**config.mk**
```make
export PLATFORM = sky130hd
export DESIGN_NAME = fpu_div_seq
export DESIGN_NICKNAME = d
export VERILOG_FILES = /design/src/rtl/fpu_div_seq.sv
export SDC_FILE = /design/constraint.sdc
export NUM_CORES = 1
export LEC_CHECK = 0
export ABC_AREA = 1
export CORE_ASPECT_RATIO = 0.7
export CORE_MARGIN = 3
export CORE_UTILIZATION = 55
export CTS_CLUSTER_SIZE = 28
export DETAILED_ROUTE_END_ITERATION = 8
export PLACE_DENSITY = 0.76
export SYNTH_ARGS = -nofsm -noshare
export SYNTH_HDL_FRONTEND = slang
export SYNTH_SLANG_ARGS = --single-unit
```
**constraint.sdc**
```tcl
create_clock -name clk -period 6.8 [get_ports clk]
set_input_delay 0.68 -clock clk [delete_from_list [all_inputs] [get_ports clk]]
set_output_delay 0.68 -clock clk [all_outputs]
set_load 0.005 [all_outputs]
```
**src/rtl/fpu_div_seq.sv**
```systemverilog
// Iterative binary32 divider: one-cycle special cases, restoring division (one quotient bit
// per cycle), round-to-nearest-even, RISC-V fflags, valid/ready on both sides.
module fpu_div_seq #(
   parameter logic [31:0] CANON_NAN    = 32'h7FC00000,
   parameter bit          SPECIAL_FAST = 1'b1
) (
   input  logic        clk,
   input  logic        resetn,
   input  logic        in_valid,
   output logic        in_ready,
   input  logic [31:0] in_a,
   input  logic [31:0] in_b,
   input  logic        flush,
   output logic        out_valid,
   input  logic        out_ready,
   output logic [31:0] out_res,
   output logic [4:0]  out_flags
);

   typedef enum logic [2:0] {S_IDLE, S_DECODE, S_SPEC, S_DIV, S_ROUND, S_DONE} state_t;
   typedef enum logic [2:0] {C_ZERO, C_SUB, C_NORM, C_INF, C_SNAN, C_QNAN} cls_t;
   typedef struct packed {
      cls_t              cls;
      logic signed [9:0] exp;
      logic [23:0]       sig;
   } op_t;

   localparam logic [4:0] F_NV = 5'b10000;
   localparam logic [4:0] F_DZ = 5'b01000;
   localparam logic [4:0] F_OF = 5'b00100;
   localparam logic [4:0] F_UF = 5'b00010;
   localparam logic [4:0] F_NX = 5'b00001;

   function automatic op_t decode(input logic [31:0] x);
      op_t        d;
      logic [4:0] shift;
      d.cls = C_NORM;
      d.exp = $signed({2'b00, x[30:23]}) - 10'sd127;
      d.sig = {1'b1, x[22:0]};
      shift = 5'd0;
      if (x[30:23] == 8'hFF) begin
         d.cls = (x[22:0] == 23'd0) ? C_INF : (x[22] ? C_QNAN : C_SNAN);
      end else if (x[30:23] == 8'd0) begin
         if (x[22:0] == 23'd0) begin
            d.cls = C_ZERO;
            d.exp = 10'sd0;
            d.sig = 24'd0;
         end else begin
            // Highest set fraction bit wins; normalise it up to bit 23.
            for (int i = 0; i < 23; i++)
               if (x[i]) shift = 5'(23 - i);
            d.cls = C_SUB;
            d.sig = {1'b0, x[22:0]} << shift;
            d.exp = -10'sd126 - $signed({5'b00000, shift});
         end
      end
      return d;
   endfunction

   state_t            r_state, w_next;
   logic [31:0]       r_a, r_b;
   logic [4:0]        r_cnt;
   logic [24:0]       r_rem;
   logic [25:0]       r_q;
   logic [23:0]       r_sig_b;
   logic signed [9:0] r_exp;
   logic              r_sign;
   logic [31:0]       r_res;
   logic [4:0]        r_flags;

   op_t               w_op_a, w_op_b;
   logic              w_sign, w_a_nan, w_b_nan, w_special;
   logic [31:0]       w_spec_res;
   logic [4:0]        w_spec_flags;
   logic              w_lt;
   logic signed [9:0] w_exp_init;
   logic [24:0]       w_dividend;
   logic [24:0]       w_rem_sh, w_rem_next;
   logic              w_qbit;
   logic              w_sticky, w_inc, w_nx;
   logic [24:0]       w_mant;
   logic [22:0]       w_frac;
   logic signed [9:0] w_exp_rnd;
   logic [31:0]       w_rnd_res;
   logic [4:0]        w_rnd_flags;

   assign w_op_a  = decode(r_a);
   assign w_op_b  = decode(r_b);
   assign w_sign  = r_a[31] ^ r_b[31];
   assign w_a_nan = (w_op_a.cls == C_SNAN) || (w_op_a.cls == C_QNAN);
   assign w_b_nan = (w_op_b.cls == C_SNAN) || (w_op_b.cls == C_QNAN);

   // NOTE: every output of a combinational block gets a default first, so no path infers a latch.
   always_comb begin
      w_special    = 1'b1;
      w_spec_res   = 32'd0;
      w_spec_flags = 5'd0;
      if (w_a_nan || w_b_nan) begin
         w_spec_res   = CANON_NAN;
         w_spec_flags = ((w_op_a.cls == C_SNAN) || (w_op_b.cls == C_SNAN)) ? F_NV : 5'd0;
      end else if ((w_op_a.cls == C_ZERO && w_op_b.cls == C_ZERO) ||
                   (w_op_a.cls == C_INF  && w_op_b.cls == C_INF)) begin
         w_spec_res   = CANON_NAN;
         w_spec_flags = F_NV;
      end else if (w_op_b.cls == C_ZERO && w_op_a.cls != C_INF) begin
         w_spec_res   = {w_sign, 8'hFF, 23'd0};
         w_spec_flags = F_DZ;
      end else if (w_op_a.cls == C_INF) begin
         w_spec_res   = {w_sign, 8'hFF, 23'd0};
      end else if (w_op_a.cls == C_ZERO || w_op_b.cls == C_INF) begin
         w_spec_res   = {w_sign, 31'd0};
      end else begin
         w_special    = 1'b0;
      end
   end

   // Pre-scale so the first quotient bit is always the leading 1.
   assign w_lt       = w_op_a.sig < w_op_b.sig;
   assign w_exp_init = w_op_a.exp - w_op_b.exp + 10'sd127 - (w_lt ? 10'sd1 : 10'sd0);
   assign w_dividend = w_lt ? {w_op_a.sig, 1'b0} : {1'b0, w_op_a.sig};

   assign w_rem_sh   = (r_cnt == 5'd0) ? r_rem : {r_rem[23:0], 1'b0};
   assign w_qbit     = w_rem_sh >= {1'b0, r_sig_b};
   assign w_rem_next = w_qbit ? (w_rem_sh - {1'b0, r_sig_b}) : w_rem_sh;

   assign w_sticky   = |r_rem;
   assign w_inc      = r_q[1] & (r_q[2] | r_q[0] | w_sticky);
   assign w_nx       = r_q[1] | r_q[0] | w_sticky;
   assign w_mant     = {1'b0, r_q[25:2]} + {24'd0, w_inc};
   // A carry to 2.0 clears bit 23 and leaves an all-zero fraction.
   assign w_frac     = w_mant[23] ? w_mant[22:0] : 23'd0;
   assign w_exp_rnd  = r_exp + $signed({9'd0, w_mant[24]});

   always_comb begin
      w_rnd_res   = {r_sign, w_exp_rnd[7:0], w_frac};
      w_rnd_flags = w_nx ? F_NX : 5'd0;
      if (w_exp_rnd >= 10'sd255) begin
         w_rnd_res   = {r_sign, 8'hFF, 23'd0};
         w_rnd_flags = F_OF | F_NX;
      end else if (w_exp_rnd <= 10'sd0) begin
         w_rnd_res   = {r_sign, 31'd0};
         w_rnd_flags = F_UF | F_NX;
      end
   end

   // NOTE: sequential state uses non-blocking assignments so every register samples pre-edge values.
   always_ff @(posedge clk) begin
      if (!resetn) r_state <= S_IDLE;
      else         r_state <= w_next;
   end

   always_comb begin
      w_next = r_state;
      case (r_state)
         S_IDLE:   if (in_valid && !flush) w_next = S_DECODE;
         S_DECODE: w_next = w_special ? (SPECIAL_FAST ? S_DONE : S_SPEC) : S_DIV;
         S_SPEC:   if (r_cnt == 5'd26) w_next = S_DONE;
         S_DIV:    if (r_cnt == 5'd25) w_next = S_ROUND;
         S_ROUND:  w_next = S_DONE;
         S_DONE:   if (out_ready) w_next = S_IDLE;
         default:  w_next = S_IDLE;
      endcase
      if (flush && r_state != S_IDLE) w_next = S_IDLE;
   end

   always_comb begin
      in_ready  = (r_state == S_IDLE);
      out_valid = (r_state == S_DONE);
   end

   assign out_res   = r_res;
   assign out_flags = r_flags;

   // NOTE: only the visible result is reset; the datapath is always loaded before it is read.
   always_ff @(posedge clk) begin
      if (!resetn) begin
         r_res   <= 32'd0;
         r_flags <= 5'd0;
      end else begin
         case (r_state)
            S_IDLE: begin
               r_a <= in_a;
               r_b <= in_b;
            end
            S_DECODE: begin
               r_cnt   <= 5'd0;
               r_rem   <= w_dividend;
               r_q     <= 26'd0;
               r_sig_b <= w_op_b.sig;
               r_exp   <= w_exp_init;
               r_sign  <= w_sign;
               if (w_special) begin
                  r_res   <= w_spec_res;
                  r_flags <= w_spec_flags;
               end
            end
            S_SPEC: r_cnt <= r_cnt + 5'd1;
            S_DIV: begin
               r_rem <= w_rem_next;
               r_q   <= {r_q[24:0], w_qbit};
               r_cnt <= r_cnt + 5'd1;
            end
            S_ROUND: begin
               r_res   <= w_rnd_res;
               r_flags <= w_rnd_flags;
            end
            default: ;
         endcase
      end
   end

endmodule
```
# Word level (Yosys, flattened, before mapping)

Cells that the tools add are included.

Order comparisons: 4
Reductions and logical operators: 33
Equal/unequal tests: 21
Muxes and demuxes: 101
Add/subtract/negate cells: 11
Shift operators: 2
Bitwise logic cells: 7

Operator list:

| operator              | count |
|---|---|
| $mux W5               | 56 |
| $mux W32              | 6 |
| $mux W25              | 3 |
| $mux W36              | 2 |
| $mux W35              | 2 |
| $mux W34              | 2 |
| $pmux W32 S2          | 1 |
| $mux W31              | 2 |
| $pmux W26 S2          | 1 |
| $pmux W25 S2          | 1 |
| $shl A23 B5 Y24       | 2 |
| $logic_not A23 Y1     | 2 |
| $mux W3               | 10 |
| $add A24 B1 Y25       | 1 |
| $ge A25 B24 Y1        | 1 |
| $reduce_or A25 Y1     | 1 |
| $sub A25 B24 Y25      | 1 |
| $lt A24 B24 Y1        | 1 |
| $mux W23              | 1 |
| $pmux W5 S2           | 2 |
| $eq A3 B3 Y1 const B  | 6 |
| $pmux W3 S6           | 1 |
| $sub A8 B6 Y9 const A | 2 |
| $sub A8 B7 Y9 const B | 2 |
| 32 further kinds      | 70 |

Flip-flop bits (word level): 195
Output and inout bits: 39
Bits of input ports: 69

# Depth between registers and ports, before layout

Depth after elaboration: 39
Depth in mapped cells: 54
Gate-level depth less buffers: 52

# Least setup slack after synthesis

OpenSTA, ideal clock, no wires.

Path kind: reg2reg
Start point: register r_b[2]
End point: register r_exp[9], data pin
Buffers on the path: 2
Clock period less this slack: 5.755 ns
Library setup time: 0.262 ns
Cell stages (with the launch flop): 50
Path slack: 1.045 ns
Arrival time: 5.493 ns
Path through: edfxtp_1 -> inv_2 -> o21ai_1 -> a21oi_1 -> o21ai_1 -> nand2_1 -> nand2_1 -> nand2_1 -> nand2_1 -> nand2_1 -> nand2_1 -> nand2_1 -> nand2_1 -> nand2_1 -> nand2_1 -> nand2_1 -> nand2_1 -> nand2_1 -> (+14 left out) -> o221ai_1 -> a221oi_1 -> nand2_1 -> inv_2 -> buf_2 -> ha_1 -> inv_1 -> ha_1 -> ha_1 -> fa_1 -> nand3_1 -> nand2_1 -> a21oi_1 -> nor2_1 -> nor2_1 -> o21ai_0 -> a21oi_1 -> xor2_1

RTL lines:

| element                | line | source |
|---|---|---|
| start, declared        | 61   | `logic [31:0] r_a, r_b;` |
| start signal, assigned | 183  | `r_b <= in_b;` |
| end signal, assigned   | 190  | `r_exp <= w_exp_init;` |
| end, declared          | 66   | `logic signed [9:0] r_exp;` |

==> results.txt <==
For the number of buffers created by CTS, the log shows 17. In this run the power density over the cells is 340.0 nW/um^2. The kind of start point of the critical path is a register.

Before CTS, the worst setup slack after placement is 416.7 ps. The run gives 0 as the final max-slew violation count. The number of antenna diodes in the final layout is 0. Counting every net in the synthesized netlist gives 2112. The number of vias per cell after detailed routing is 5.687, and the total clock sinks is 195. Among cell families on the critical path, the largest total delay comes from simple AND/OR/NAND/NOR gates. Summed over all instances, the cell type with the most area after synthesis is sky130_fd_sc_hd__edfxtp_1.

Number of port buffers: 107. For this design, the CTS-stage hold fixing added 0 buffers. In this run, synthesis produced a sequential element count of 195.

Detailed placement finished with a half-perimeter wire length of 34.25 mm. After synthesis, the netlist uses 64 different library cells. The tools report the buffer type at the clock tree root as sky130_fd_sc_hd__clkbuf_16. Max-cap violations in this run came to 0. The logs give 0.005681 W for the total power of the final layout and 2243 for the number of fill cells in the layout. For the number of I/O pins, the log shows 108. The sequential share of the synthesized area was 37.52%. In this run the static leakage power is 7.390 nW. Measured along the y axis, the die boundary spans 142.0 um. The horizontal extent of the die is 200.3 um.

The tools report the via total after detailed routing as 13780. The clock tree synthesis step divided the H-tree into 4 levels. The number of DRC markers in iteration 0 was 1759; the area growth from synthesis to final layout was 14.92%. The cell type of the slowest stage on the worst timing path is sky130_fd_sc_hd__edfxtp_1. Type of the worst min-delay path: reg -> reg. After technology mapping, the gate count stands at 1956. The clock period minus worst slack is 6318 ps, and the top-area cell type share of the netlist area is 32.01%. Of the cells placed in the final design, the portion with a size suffix greater than 1 is 8.083%.

Summing every instance area after synthesis gives 14540 um^2. The tools report the maximum buffer depth of the clock tree as 2. The tools report the element type at the critical path end as a register.

In this run the post-CTS setup repair buffer count came out at 0. TritonCTS built the clock tree. In this run the standard cell core region covers 25810 um^2.

The flip-flop cell with the highest count after synthesis is sky130_fd_sc_hd__edfxtp_1. Via count of the first global-routing pass: 12500. For the worst setup path, the data arrival time is 6510 ps.

For the worst-skew pair, the clock arrives at the later sink with an insertion delay of 450 ps. The logs give 49 for the standard-cell row count and 2209 for the count of nets after finishing. For the number of endpoints with negative hold slack in the final report, the log shows 0. A synthesized cell averages 7.433 um^2. At the end of routability-driven placement, the weighted congestion stood at 1.006. The die covers 28450 um^2. At the pin with the least slew margin, the transition time is 1233 ps.

The logs give 30.55% for the total global routing track utilization and 0 for the number of antenna violations at the first check in global routing. The final clock period utilization by the worst path works out to 92.91%. After clock tree synthesis, the clock-pin slew on the worst setup and hold paths is 90 ps.

Of all flip-flops after synthesis, the portion carrying an async set or reset was 0%. In this run the worst path has a maximum fanout of 22. The Yosys step of the flow raised 0 warnings. Entering global routing, the biggest net connects 68 pins.

The average wire per standard cell was 18.23 um; the number of enable-type register cells in the synthesized netlist was 155. Sorting the synthesized cells by area gives the leading types as sky130_fd_sc_hd__edfxtp_1 (32%), sky130_fd_sc_hd__nand2_1 (12%), sky130_fd_sc_hd__ha_1 (7.2%). The achievable frequency is 0.1583 GHz. The post-layout worst setup margin was 482.1 ps.

Critical setup path kind: reg -> reg. The highest cell delay on the worst timing path came out at 460 ps. Data on the critical path is required at its endpoint by 7000 ps.

Together, buffers and inverters on the worst path number 4. Most numerous cell on the critical path: sky130_fd_sc_hd__nand2_1. The worst pin sits at a relative slew slack of 17.50%. Hold is met by 465.2 ps. The logs give 0 for the residual overflow from global routing and 0 for the final setup violation count. Across the VDD grid, the largest voltage drop is 0.0002116 V.

The final layout contains routed wiring with a total length of 44.18 mm. The detail route stage leaves a number of antenna-violating nets equal to 0. For the initial core utilization, the log shows 56.33%. The tools report the final routed DRC violation total as 0. The tools report the global-route wire length before repair as 68.41 mm.

The final worst clock skew was 17.78 ps. The pre-antenna-repair detailed-routing pass consisted of 6 iterations. The run finished with clean final reports.
==> cell usage after synthesis (5+ instances only) <==
cell type / count
sky130_fd_sc_hd__ha_1: 84
sky130_fd_sc_hd__a31oi_1: 15
sky130_fd_sc_hd__nand2_2: 12
sky130_fd_sc_hd__inv_2: 12
sky130_fd_sc_hd__buf_4: 5
sky130_fd_sc_hd__a21oi_2: 16
sky130_fd_sc_hd__nand2_4: 6
sky130_fd_sc_hd__edfxtp_1: 155
sky130_fd_sc_hd__nand4_1: 19
sky130_fd_sc_hd__a21oi_1: 98
sky130_fd_sc_hd__nand3b_1: 5
sky130_fd_sc_hd__o22ai_1: 11
sky130_fd_sc_hd__nand2_1: 476
sky130_fd_sc_hd__or2_2: 6
sky130_fd_sc_hd__o21ai_2: 12
sky130_fd_sc_hd__o31ai_1: 8
sky130_fd_sc_hd__xor2_1: 30
sky130_fd_sc_hd__dfxtp_1: 40
sky130_fd_sc_hd__o21ai_1: 41
sky130_fd_sc_hd__buf_2: 15
sky130_fd_sc_hd__inv_1: 271
sky130_fd_sc_hd__nor4_1: 20
sky130_fd_sc_hd__o21ai_0: 121
sky130_fd_sc_hd__nand3_1: 200
sky130_fd_sc_hd__clkbuf_1: 33
sky130_fd_sc_hd__nor2_1: 144
sky130_fd_sc_hd__buf_6: 5
sky130_fd_sc_hd__nor3_1: 18
sky130_fd_sc_hd__o211ai_1: 9
sky130_fd_sc_hd__xnor2_1: 17
==> power breakdown <==
| group | internal [W] | total [W] | switching (W) |
|---|---|---|---|
| sequential | 0.00164 | 0.00181 | 0.000173 |
| clock | 0.000529 | 0.00103 | 0.000504 |
| combinational | 0.000969 | 0.00284 | 0.00187 |
| total | 0.00314 | 0.00568 | 0.00254 |
==> layout by cell type (no fill, tap or decap), drive strengths merged, types with 17 or more instances in the layout <==
cell type      synthesis  layout
nand2                494     496
inv                  283     293
nand3                202     202
o21ai                174     174
edfxtp               155     155
nor2                 148     148
a21oi                116     116
clkdlybuf4s50          0     107
ha                    84      84
dfxtp                 40      40
buf                   28      32
xor2                  30      30
nor4                  21      21
nand4                 19      19
nor3                  19      19
clkbuf                35      18
xnor2                 17      17
a31oi                 17      17
==> layer usage <==
| metal | vias up | routed length, um | track usage [%] |
|---|---|---|---|
| li1 | 6768 | - | - |
| met1 | 6258 | 21020 | 46.77 |
| met2 | 695 | 17270 | 42.65 |
| met3 | 59 | 5093 | 8.869 |
| met4 | 0 | 796 | 6.760 |
| met5 | - | 0 | 0 |
==> path summary, 6_finish.rpt <==
check,startpoint,end,slack (ps),cells after the start
hold / removal,out_res[27]$_SDFFE_PN0P_,out_res[27]$_SDFFE_PN0P_,470,2
setup reg to reg,r_b[2]$_DFFE_PP_,r_exp[9]$_DFFE_PP_,480,46
hold reg to reg,out_res[27]$_SDFFE_PN0P_,out_res[27]$_SDFFE_PN0P_,470,2
setup / recovery,r_b[2]$_DFFE_PP_,r_exp[9]$_DFFE_PP_,480,46
==> metrics by stage <==
step                TNS [ps]  cell area (um^2)  util (%)  instances
global route          -3.843             16710     64.73       2423
global placement           0             15980     61.93       2389
floorplan                  0             14540         -       1956
CTS                        0             16570     64.21       2421
finish                     0             16710     64.73       2423
detailed placement         0             15980     61.93       2389
==> final cells by class <==
class / instances / area, um^2 / area share (%)
clock buffer: 18 / 432.9 / 2.591
clock inverter: 14 / 156.4 / 0.9361
inverter: 285 / 1072 / 6.418
multi-input combinational: 1415 / 7834 / 46.88
sequential: 195 / 5455 / 32.65
tap: 357 / 446.7 / 2.673
timing repair buffer: 139 / 1311 / 7.848
==> state kept, by name, summed over array words and instances, names as in the netlist <==
signal	flops
r_a	32
r_sign	1
out_flags	5
r_rem	25
r_sig_b	24
out_res	32
r_b	32
r_q	26
r_exp	10
r_state	3
r_cnt	5
==> cell families (layout without fill, tap and decap cells) <==
logic type | count (synthesis) | count (layout) | synth area share (%)
flip-flops | 195 | 195 | 37.52
AO/OA/AOI/OAI | 361 | 361 | 14.81
adder cells (fa/ha/maj) | 87 | 87 | 7.642
AND/OR/NAND/NOR | 917 | 919 | 27.42
buffers and inverters | 348 | 456 | 9.707
XOR/XNOR | 47 | 47 | 2.831
multiplexers | 1 | 1 | 0.06885
==> timing repair <==
| action | CTS | global route |
|---|---|---|
| endpoints found under the setup margin | 0 | 13 |
| hold endpoints to repair | 0 | 0 |
| resized for setup | 0 | 34 |
==> worst reg2reg max path: cells and delay by family (launching register included) <==
family,cells,cell delay [ps]
simple gates,25,2110
compound gates,11,1770
fa+ha+maj,5,1300
flops,1,460
buf+inv,4,320
xor+xnor,1,90
Note: power is estimated with default switching activity, not from simulation.
